<file path="config.mk">
export PLATFORM = sky130hd
export DESIGN_NAME = instr_fetch_unit
export DESIGN_NICKNAME = d
export VERILOG_FILES = /design/src/rtl/kgp_fetch_pkg.sv /design/src/rtl/fetch_timeout_ctr.sv /design/src/rtl/instr_fetch_unit.sv
export SDC_FILE = /design/constraint.sdc
export NUM_CORES = 1
export LEC_CHECK = 0
export CORE_ASPECT_RATIO = 1.1
export CORE_MARGIN = 8
export CORE_UTILIZATION = 35
export DETAILED_ROUTE_END_ITERATION = 8
export PLACE_DENSITY_LB_ADDON = 0.2
export SLEW_MARGIN = 25
export SYNTH_ARGS = -nofsm -noshare
export SYNTH_HDL_FRONTEND = slang
export SYNTH_SLANG_ARGS = --single-unit
</file>
<file path="constraint.sdc">
create_clock -name clk -period 2.2 [get_ports clk]
set_input_delay 0.44 -clock clk [delete_from_list [all_inputs] [get_ports clk]]
set_output_delay 0.44 -clock clk [all_outputs]
set_load 0.03 [all_outputs]
</file>
<file path="src/rtl/kgp_fetch_pkg.sv">
// Shared types and constants for the KGP instruction fetch stage.
package kgp_fetch_pkg;

   typedef enum logic [2:0] {
      IDLE  = 3'd0,
      REQ   = 3'd1,
      WAIT  = 3'd2,
      DRAIN = 3'd3,
      HOLD  = 3'd4,
      ERR   = 3'd5
   } fetch_state_e;

   localparam logic [1:0] ERR_NONE     = 2'b00;
   localparam logic [1:0] ERR_MISALIGN = 2'b01;
   localparam logic [1:0] ERR_TIMEOUT  = 2'b10;

   // Instructions are word aligned; any set low bit is a fault.
   function automatic logic pc_aligned(input logic [1:0] pc_lsbs);
      return pc_lsbs == 2'b00;
   endfunction

endpackage : kgp_fetch_pkg

</file>
<file path="src/rtl/fetch_timeout_ctr.sv">
// Response timer shared by the WAIT and DRAIN states of the fetch FSM.
// expired_o is high during the TIMEOUT-th cycle after a clear.
module fetch_timeout_ctr #(
   parameter int TIMEOUT = 15
) (
   input  logic clk,
   input  logic rst,
   input  logic clr_i,
   input  logic en_i,
   output logic expired_o
);

   localparam int               CNT_W = $clog2(TIMEOUT + 1);
   localparam logic [CNT_W-1:0] LAST  = CNT_W'(TIMEOUT - 1);

   logic [CNT_W-1:0] cnt_q;
   logic [CNT_W-1:0] cnt_d;

   // Next count: clear wins, then count up, saturating at the last value.
   always_comb begin
      // NOTE: default first so every path assigns cnt_d; otherwise a latch is inferred.
      cnt_d = cnt_q;
      if (clr_i) begin
         cnt_d = '0;
      end else if (en_i && (cnt_q != LAST)) begin
         cnt_d = cnt_q + CNT_W'(1);
      end
   end

   // Count register with synchronous reset.
   always_ff @(posedge clk) begin
      // NOTE: non-blocking assignments for all clocked state so every flop samples pre-edge values.
      if (rst) begin
         cnt_q <= '0;
      end else begin
         cnt_q <= cnt_d;
      end
   end

   assign expired_o = (cnt_q == LAST);

endmodule : fetch_timeout_ctr

</file>
<file path="src/rtl/instr_fetch_unit.sv">
// Instruction fetch stage: request/grant/response handshake with instruction
// memory, holds the fetched word until consumed, drains stale responses after
// a flush and latches misaligned-PC and timeout faults.
module instr_fetch_unit
   import kgp_fetch_pkg::*;
#(
   parameter int ADDR_W  = 32,
   parameter int DATA_W  = 32,
   parameter int TIMEOUT = 15
) (
   input  logic              clk,
   input  logic              rst,
   input  logic [ADDR_W-1:0] pc,
   input  logic              pc_valid,
   input  logic              flush,
   input  logic              instr_ready,
   output logic [DATA_W-1:0] instr,
   output logic [ADDR_W-1:0] instr_pc,
   output logic              instr_valid,
   output logic              fetch_err,
   output logic [1:0]        err_code,
   output logic              imem_req,
   output logic [ADDR_W-1:0] imem_addr,
   input  logic              imem_gnt,
   input  logic              imem_rvalid,
   input  logic [DATA_W-1:0] imem_rdata
);

   fetch_state_e      state_q, state_d;
   logic [ADDR_W-1:0] addr_q, addr_d;
   logic [DATA_W-1:0] instr_q, instr_d;
   logic [1:0]        code_q, code_d;
   logic              req_q, req_d;
   logic              valid_q, valid_d;
   logic              err_q, err_d;
   logic              tmr_clr, tmr_en, tmr_expired;

   // Timer restarts on every state change and only runs while awaiting a response.
   assign tmr_clr = (state_d != state_q);
   assign tmr_en  = (state_q == WAIT) || (state_q == DRAIN);

   fetch_timeout_ctr #(
      .TIMEOUT (TIMEOUT)
   ) u_timeout_ctr (
      .clk       (clk),
      .rst       (rst),
      .clr_i     (tmr_clr),
      .en_i      (tmr_en),
      .expired_o (tmr_expired)
   );

   // State and output registers; reset clears everything so all outputs read 0.
   always_ff @(posedge clk) begin
      if (rst) begin
         state_q <= IDLE;
         addr_q  <= '0;
         instr_q <= '0;
         code_q  <= ERR_NONE;
         req_q   <= 1'b0;
         valid_q <= 1'b0;
         err_q   <= 1'b0;
      end else begin
         state_q <= state_d;
         addr_q  <= addr_d;
         instr_q <= instr_d;
         code_q  <= code_d;
         req_q   <= req_d;
         valid_q <= valid_d;
         err_q   <= err_d;
      end
   end

   // Next-state logic; flush takes priority over pc_valid everywhere.
   always_comb begin
      state_d = state_q;
      unique case (state_q)
         IDLE: begin
            if (!flush && pc_valid) begin
               state_d = pc_aligned(pc[1:0]) ? REQ : ERR;
            end
         end
         REQ: begin
            if (flush) begin
               state_d = imem_gnt ? DRAIN : IDLE;
            end else if (imem_gnt) begin
               state_d = WAIT;
            end
         end
         WAIT: begin
            if (flush) begin
               state_d = imem_rvalid ? IDLE : DRAIN;
            end else if (imem_rvalid) begin
               state_d = HOLD;
            end else if (tmr_expired) begin
               state_d = ERR;
            end
         end
         DRAIN: begin
            if (imem_rvalid || tmr_expired) begin
               state_d = IDLE;
            end
         end
         HOLD: begin
            if (flush) begin
               state_d = IDLE;
            end else if (instr_ready) begin
               if (pc_valid) begin
                  state_d = pc_aligned(pc[1:0]) ? REQ : ERR;
               end else begin
                  state_d = IDLE;
               end
            end
         end
         ERR: begin
            if (flush) begin
               state_d = IDLE;
            end
         end
         default: state_d = IDLE;
      endcase
   end

   // Output next values, derived from the transition about to be taken.
   always_comb begin
      addr_d  = addr_q;
      instr_d = instr_q;
      code_d  = code_q;
      req_d   = (state_d == REQ);
      valid_d = (state_d == HOLD);
      err_d   = (state_d == ERR);

      if ((state_d == REQ) && (state_q != REQ)) begin
         addr_d = pc;
      end
      if ((state_q == WAIT) && (state_d == HOLD)) begin
         instr_d = imem_rdata;
      end
      if (state_d != ERR) begin
         code_d = ERR_NONE;
      end else if (state_q != ERR) begin
         code_d = (state_q == WAIT) ? ERR_TIMEOUT : ERR_MISALIGN;
      end
   end

   assign instr       = instr_q;
   assign instr_pc    = addr_q;
   assign imem_addr   = addr_q;
   assign instr_valid = valid_q;
   assign fetch_err   = err_q;
   assign err_code    = code_q;
   assign imem_req    = req_q;

endmodule : instr_fetch_unit

</file>
After elaboration in Yosys (flattened, before gate mapping)
Index checks and enable logic that the tools add are counted.
{"block": "word_totals", "inputBits": 71, "regBits": 76, "output_inout_bits": 101}
{"block": "op_classes", "n_reduce_logical": 11, "n_eq_ne": 14, "n_mux": 16, "add_sub_neg": 1}
{"cell": "2-to-1 mux 3 bit", "count": 12}
{"cell": "case mux 3 bit (6 select lines)", "count": 1}
{"cell": "equality test 3 bit (second input constant)", "count": 4}
{"cell": "equality test 3 x 1 -> 1 bit (second input constant)", "count": 2}
{"cell": "equality test 3 x 2 -> 1 bit (second input constant)", "count": 2}
{"cell": "2-to-1 mux 2 bit", "count": 3}
{"cell": "inequality test 3 bit (second input constant)", "count": 2}
{"cell": "adder 4 x 1 -> 4 bit (second input constant)", "count": 1}
{"cell": "equality test 4 bit (second input constant)", "count": 1}
{"cell": "logical AND 1 bit", "count": 4}
{"cell": "inequality test 4 bit (second input constant)", "count": 1}
{"cell": "OR reduction 2 bit", "count": 2}
{"cell": "zero test 3 bit", "count": 1}
{"cell": "inequality test 3 x 1 -> 1 bit (second input constant)", "count": 1}
{"cell": "inequality test 3 bit", "count": 1}
{"cell": "zero test 2 bit", "count": 1}
{"cell": "logical OR 1 bit", "count": 2}
{"cell": "zero test 1 bit", "count": 1}

Depth between registers and ports, before layout
{"block": "logic_depth", "depth_word": 8, "depth_mapped": 9, "mapped_depth_nobuf": 8}

By module
A second synthesis with hierarchy kept.
{"block": "unflattened", "hier_cells": 388, "hier_area_um2": 3782.4}
{"mod": "instr_fetch_unit", "cells_each": 364, "area_per_inst_um2": 3565.9, "instances": 1}
{"mod": "fetch_timeout_ctr", "cells_each": 24, "area_per_inst_um2": 216.5, "instances": 1}

Worst setup path before layout
Ideal clock, no wire load.
{"block": "synth_path", "path_type": "register to register", "from": "register u_timeout_ctr.cnt_q[0]", "to": "register addr_q[13], in the netlist imem_addr[13]", "arrival_time_ps": 1955, "path_stages_with_launch": 10, "path_slack_ps": 118, "required_ps": 2072, "synth_period_minus_slack_ps": 2082, "cell_sequence": "dfxtp_1 -> inv_1 -> ha_1 -> and3_1 -> a2111o_1 -> o211ai_2 -> nand4_4 -> buf_4 -> mux2i_1 -> nor2_1"}
{"block": "synth_between", "elab_chain_cells": 7}
{"element": "start: declaration", "line_no": "fetch_timeout_ctr.sv:16", "source": "logic [CNT_W-1:0] cnt_q;"}
{"element": "start signal: assignment", "line_no": "fetch_timeout_ctr.sv:36", "source": "cnt_q <= cnt_d;"}
{"element": "equality test 4 bit (*)", "line_no": "fetch_timeout_ctr.sv:40", "source": "assign expired_o = (cnt_q == LAST);"}
{"element": "2-to-1 mux 3 bit", "line_no": "instr_fetch_unit.sv:94", "source": "end else if (tmr_expired) begin"}
{"element": "2-to-1 mux 3 bit", "line_no": "instr_fetch_unit.sv:92", "source": "end else if (imem_rvalid) begin"}
{"element": "2-to-1 mux 3 bit", "line_no": "instr_fetch_unit.sv:90", "source": "if (flush) begin"}
{"element": "case mux 3 bit (6 select lines) (*)", "line_no": "instr_fetch_unit.sv:76", "source": "unique case (state_q)"}
{"element": "equality test 3 x 1 -> 1 bit (*)", "line_no": "instr_fetch_unit.sv:132", "source": "if ((state_d == REQ) && (state_q != REQ)) begin"}
{"element": "logical AND 1 bit (*)", "line_no": "instr_fetch_unit.sv:132"}
{"element": "end signal: assignment", "line_no": "instr_fetch_unit.sv:64", "source": "addr_q <= addr_d;"}
{"element": "end: declaration", "line_no": "instr_fetch_unit.sv:30", "source": "logic [ADDR_W-1:0] addr_q, addr_d;"}
Every way passes the cells marked *; elsewhere a longest branch is shown, timed or not.
A chain may end at the register's enable or synchronous reset.

Final worst setup path
{"block": "layout_path", "from": "input instr_ready", "to": "register instr_q[16], in the netlist instr[16]"}
{"block": "layout_between", "elab_chain_cells": 5}
{"element": "start: declaration", "line_no": "instr_fetch_unit.sv:16", "source": "input logic instr_ready,"}
{"element": "2-to-1 mux 3 bit", "line_no": "instr_fetch_unit.sv:106", "source": "end else if (instr_ready) begin"}
{"element": "2-to-1 mux 3 bit", "line_no": "instr_fetch_unit.sv:104", "source": "if (flush) begin"}
{"element": "case mux 3 bit (6 select lines)", "line_no": "instr_fetch_unit.sv:76"}
{"element": "equality test 3 bit", "line_no": "instr_fetch_unit.sv:135", "source": "if ((state_q == WAIT) && (state_d == HOLD)) begin"}
{"element": "logical AND 1 bit", "line_no": "instr_fetch_unit.sv:135"}
{"element": "end signal: assignment", "line_no": "instr_fetch_unit.sv:65", "source": "instr_q <= instr_d;"}
{"element": "end: declaration", "line_no": "instr_fetch_unit.sv:31", "source": "logic [DATA_W-1:0] instr_q, instr_d;"}
Every way passes these cells.

==> impl_summary.log <==
INFO  metric outcome = complete, no violations
INFO  metric io-pin-count = around 170
INFO  metric maxClockFrequency = 479 MHz
INFO  metric number_of_instances_in_the_synthesized_netlist = 319
INFO  metric largest_net_degree_at_the_start_of_global_routing = 31
INFO  metric preCtsSetupSlack = -0.179 ns
INFO  metric grt_first_pass_wirelength = about 14000 um
INFO  metric worst_setup_path_endpoint = instr[16]
INFO  metric grt_antenna_before_repair = 0
INFO  metric worst_hold_path_type = reg2reg
INFO  metric final.setup.worst_slack = approximately 0.11 ns
INFO  metric critical_path_required = between 2 and 2.5 ns
INFO  metric post_cts_hold_buffer_count = 0
INFO  metric clk_root_buffer_cell = clkbuf_8
INFO  metric slew_hr = 0.702
INFO  metric worstSetupPathType = in2reg
INFO  metric grt_overflow_total = 0
INFO  metric cts_tree = built
INFO  metric dieHeight = roughly 120 um
INFO  metric design.core.area = between 8000 and 9000 um2
INFO  metric report.final.hold_viol_count = 0
INFO  metric hold-path-cell-count = 2
INFO  metric setup-tns-final = 0 ns
INFO  metric yosys_most_used_dff = dfxtp_1
INFO  metric die_outline_area = 12400 um2
INFO  metric drtIter0Drc = 60
INFO  metric r2r.worst_path.cells = 8
INFO  metric adder_cell_share_of_the_synthesized_area = 0.00787
INFO  metric clock_sink_count = 76
INFO  metric syn_avg_cell_area = 9.96 um2
INFO  metric synth_top_area_frac = 0.479
INFO  metric synth_compound_gate_area_share = 0.0465
INFO  metric worst_r2r_endpoint = instr[16]
INFO  metric worst-r2r-setup-slack = approximately 0.11 ns
INFO  metric design_power_total = about 3 mW
INFO  metric setup_violations = 0
INFO  metric tightestPinTransition = roughly 0.45 ns
INFO  metric port_buffers = between 150 and 200
INFO  metric worst-endpoint-arrival = about 2.3 ns
INFO  metric synth.cell_area = 3180 um2
INFO  metric fillCellCount = 798
INFO  metric async_reset_ff_frac = 0
INFO  metric clk_pin_slew = 0.07 ns
INFO  metric clock_skew = about 0.0057 ns
INFO  metric timing.rr.start = u_timeout_ctr.cnt_q[1]
INFO  metric synth.yosys.warnings = 0
INFO  metric drc_errors = 0
INFO  metric ir_drop = about 0.35 mV
INFO  metric max_cap_viol_count = 0
INFO  metric synthDistinctLibCells = 40
INFO  metric post_route_cells_drive_above_1_share = 0.0977
INFO  metric netlist.top_cell.by_area = dfxtp_1
INFO  metric synth_edf_count = 0
INFO  metric synth_top_family_by_area = multiplexers
INFO  metric hpwl = about 7200 um
INFO  metric route.final.wire_length = slightly above 9000 um
INFO  metric leakage = around 2 nW
INFO  metric finalMaxSlewViolations = 0
INFO  metric wire_per_inst = roughly 16 um
INFO  metric via_per_inst = about 4.6
INFO  metric floorplan.initialDensity = 0.360
INFO  metric synth_mux_area_frac = 0.198
INFO  metric synth.yosys.seq_area_share = 0.479
INFO  metric cts-root-to-sink-buffers = 2
INFO  metric post_synth_and_or_nand_nor_area_fraction = 0.145
INFO  metric rows = 36
INFO  metric nets = 550
INFO  metric flow.area_growth_from_synthesis = 61.7%
INFO  metric critPathLaunchType = primary input
INFO  metric worstSetupStartpoint = instr_ready
INFO  metric p_per_area = between 500 and 600 nW/um2
INFO  metric cts-buffers-inserted = 9
INFO  metric grt_pass1_vias = approximately 2900
INFO  metric antennaDiodeCount = 0
INFO  metric layout_min_cycle_time = ~2.1 ns
INFO  metric syn_nets = between 300 and 400
INFO  metric layout_commonest_cell = clkdlybuf4s50_1
INFO  metric period_share = 0.949
INFO  metric worstSetupEndpointType = register
INFO  metric horizontal_die_dimension = approximately 110 um
INFO  metric worst_skew_pair.late_latency = ~0.33 ns
INFO  metric synthXorXnorAreaFrac = 0.00827
INFO  metric yosys_register_bits = 76
INFO  metric htree_num_levels = 3
INFO  metric drt_pre_antenna_iters = 4
INFO  metric path_max_fanout = 13
INFO  metric routed_antenna_nets = 0
INFO  metric grt_use_total = 0.146
INFO  metric via_count = 2725
INFO  metric gp_congestion = 0.823
INFO  metric most_frequent_cells_in_the_layout = clkdlybuf4s50_1, dfxtp_1, nor2_1, mux2i_1, buf_4
INFO  metric ys_top_cells_by_area = dfxtp_1, mux2i_1, nor2_1, buf_4, buf_6
[critical path: stages]
cell and delay (ns):
clkdlybuf4s50_1 0.41, nand2b_1 0.14, a21oi_1 0.34, o211ai_4 0.15, buf_4 0.16, nor2_4 0.18
buf_12 0.19, mux2i_1 0.21, nor2_1 0.05
[worst min path at each step]
| stage | startpoint | endpoint |
|---|---|---|
| 2_1_floorplan | u_timeout_ctr.cnt_q[1] | u_timeout_ctr.cnt_q[1] |
| 3_3_place_gp | err_code[0] | err_code[0] |
| 3_5_place_dp | err_code[0] | err_code[0] |
| 4_1_cts | err_code[0] | err_code[0] |
| 5_1_grt | instr[10] | instr[10] |
| 6_report | err_code[0] | err_code[0] |
[per-stage QoR]
stage | util | instances | cell area [um2] | hold WS [ns]
2_1_floorplan | - | 319 | 3180 | 0.503
4_1_cts | 0.573 | 593 | 5060 | 0.485
3_3_place_gp | 0.555 | 578 | 4900 | 0.455
3_5_place_dp | 0.555 | 578 | 4900 | 0.474
6_report | 0.582 | 595 | 5140 | 0.475
5_1_grt | 0.582 | 595 | 5140 | 0.516
[cells by family after synthesis]
logic type,count (synthesis)
AOI/OAI and AO/OA,20
xor gates and xnor gates,3
adders and majority gates,2
buffers and inverters,54
DFF,76
muxes,63
and+or+nand+nor,101
[cells in the mapped netlist, types with 2 or more instances]
cell type	number
dfxtp_1	76
nor2_1	73
mux2i_1	63
buf_4	35
clkbuf_1	8
inv_1	6
nand2_1	5
buf_6	4
nor2b_1	4
a21oi_1	3
and3b_1	3
nand2b_1	3
nand3_1	3
o21ai_0	3
a311oi_1	2
ha_1	2
nand4_1	2
xor2_1	2
[where the power goes]
| part | leakage (nW) | total [mW] | switching (mW) | internal (mW) |
|---|---|---|---|---|
| registers | 0.616 | 1.47 | 0.0438 | 1.42 |
| clock network | 0.0844 | 0.872 | 0.480 | 0.393 |
| logic | 1.33 | 0.729 | 0.349 | 0.379 |
| total | 2.03 | 3.07 | 0.873 | 2.20 |
[layer usage]
metal  wire (um)  GRT usage
met3         727     0.0612
met2        4750      0.251
met1        3710      0.159
met4          80     0.0507
met5           0          0
[cell type report]
cell class / instances / area, um2 / area share
Clock buffer: 9 / 124 / 0.0241
Clock inverter: 6 / 32.5 / 0.00633
Inverter: 6 / 22.5 / 0.00438
Multi-Input combinational cell: 189 / 1320 / 0.257
Sequential cell: 76 / 1520 / 0.296
Tap cell: 114 / 143 / 0.0278
Timing Repair Buffer: 195 / 1980 / 0.385
[state kept, by name, indices dropped and copies added, names as in the netlist]
signal and count:
imem_addr 32, imem_req 1, instr 32, err_code 2, state_q 3, fetch_err 1, instr_valid 1, u_timeout_ctr.cnt_q 4
[what timing repair did]
item	4_1_cts	5_1_grt
hold endpoints to repair	0	0
resized for setup	0	7
setup endpoints to repair	0	23
buffers inserted	0	0
Note: power is estimated with default switching activity, not from simulation.
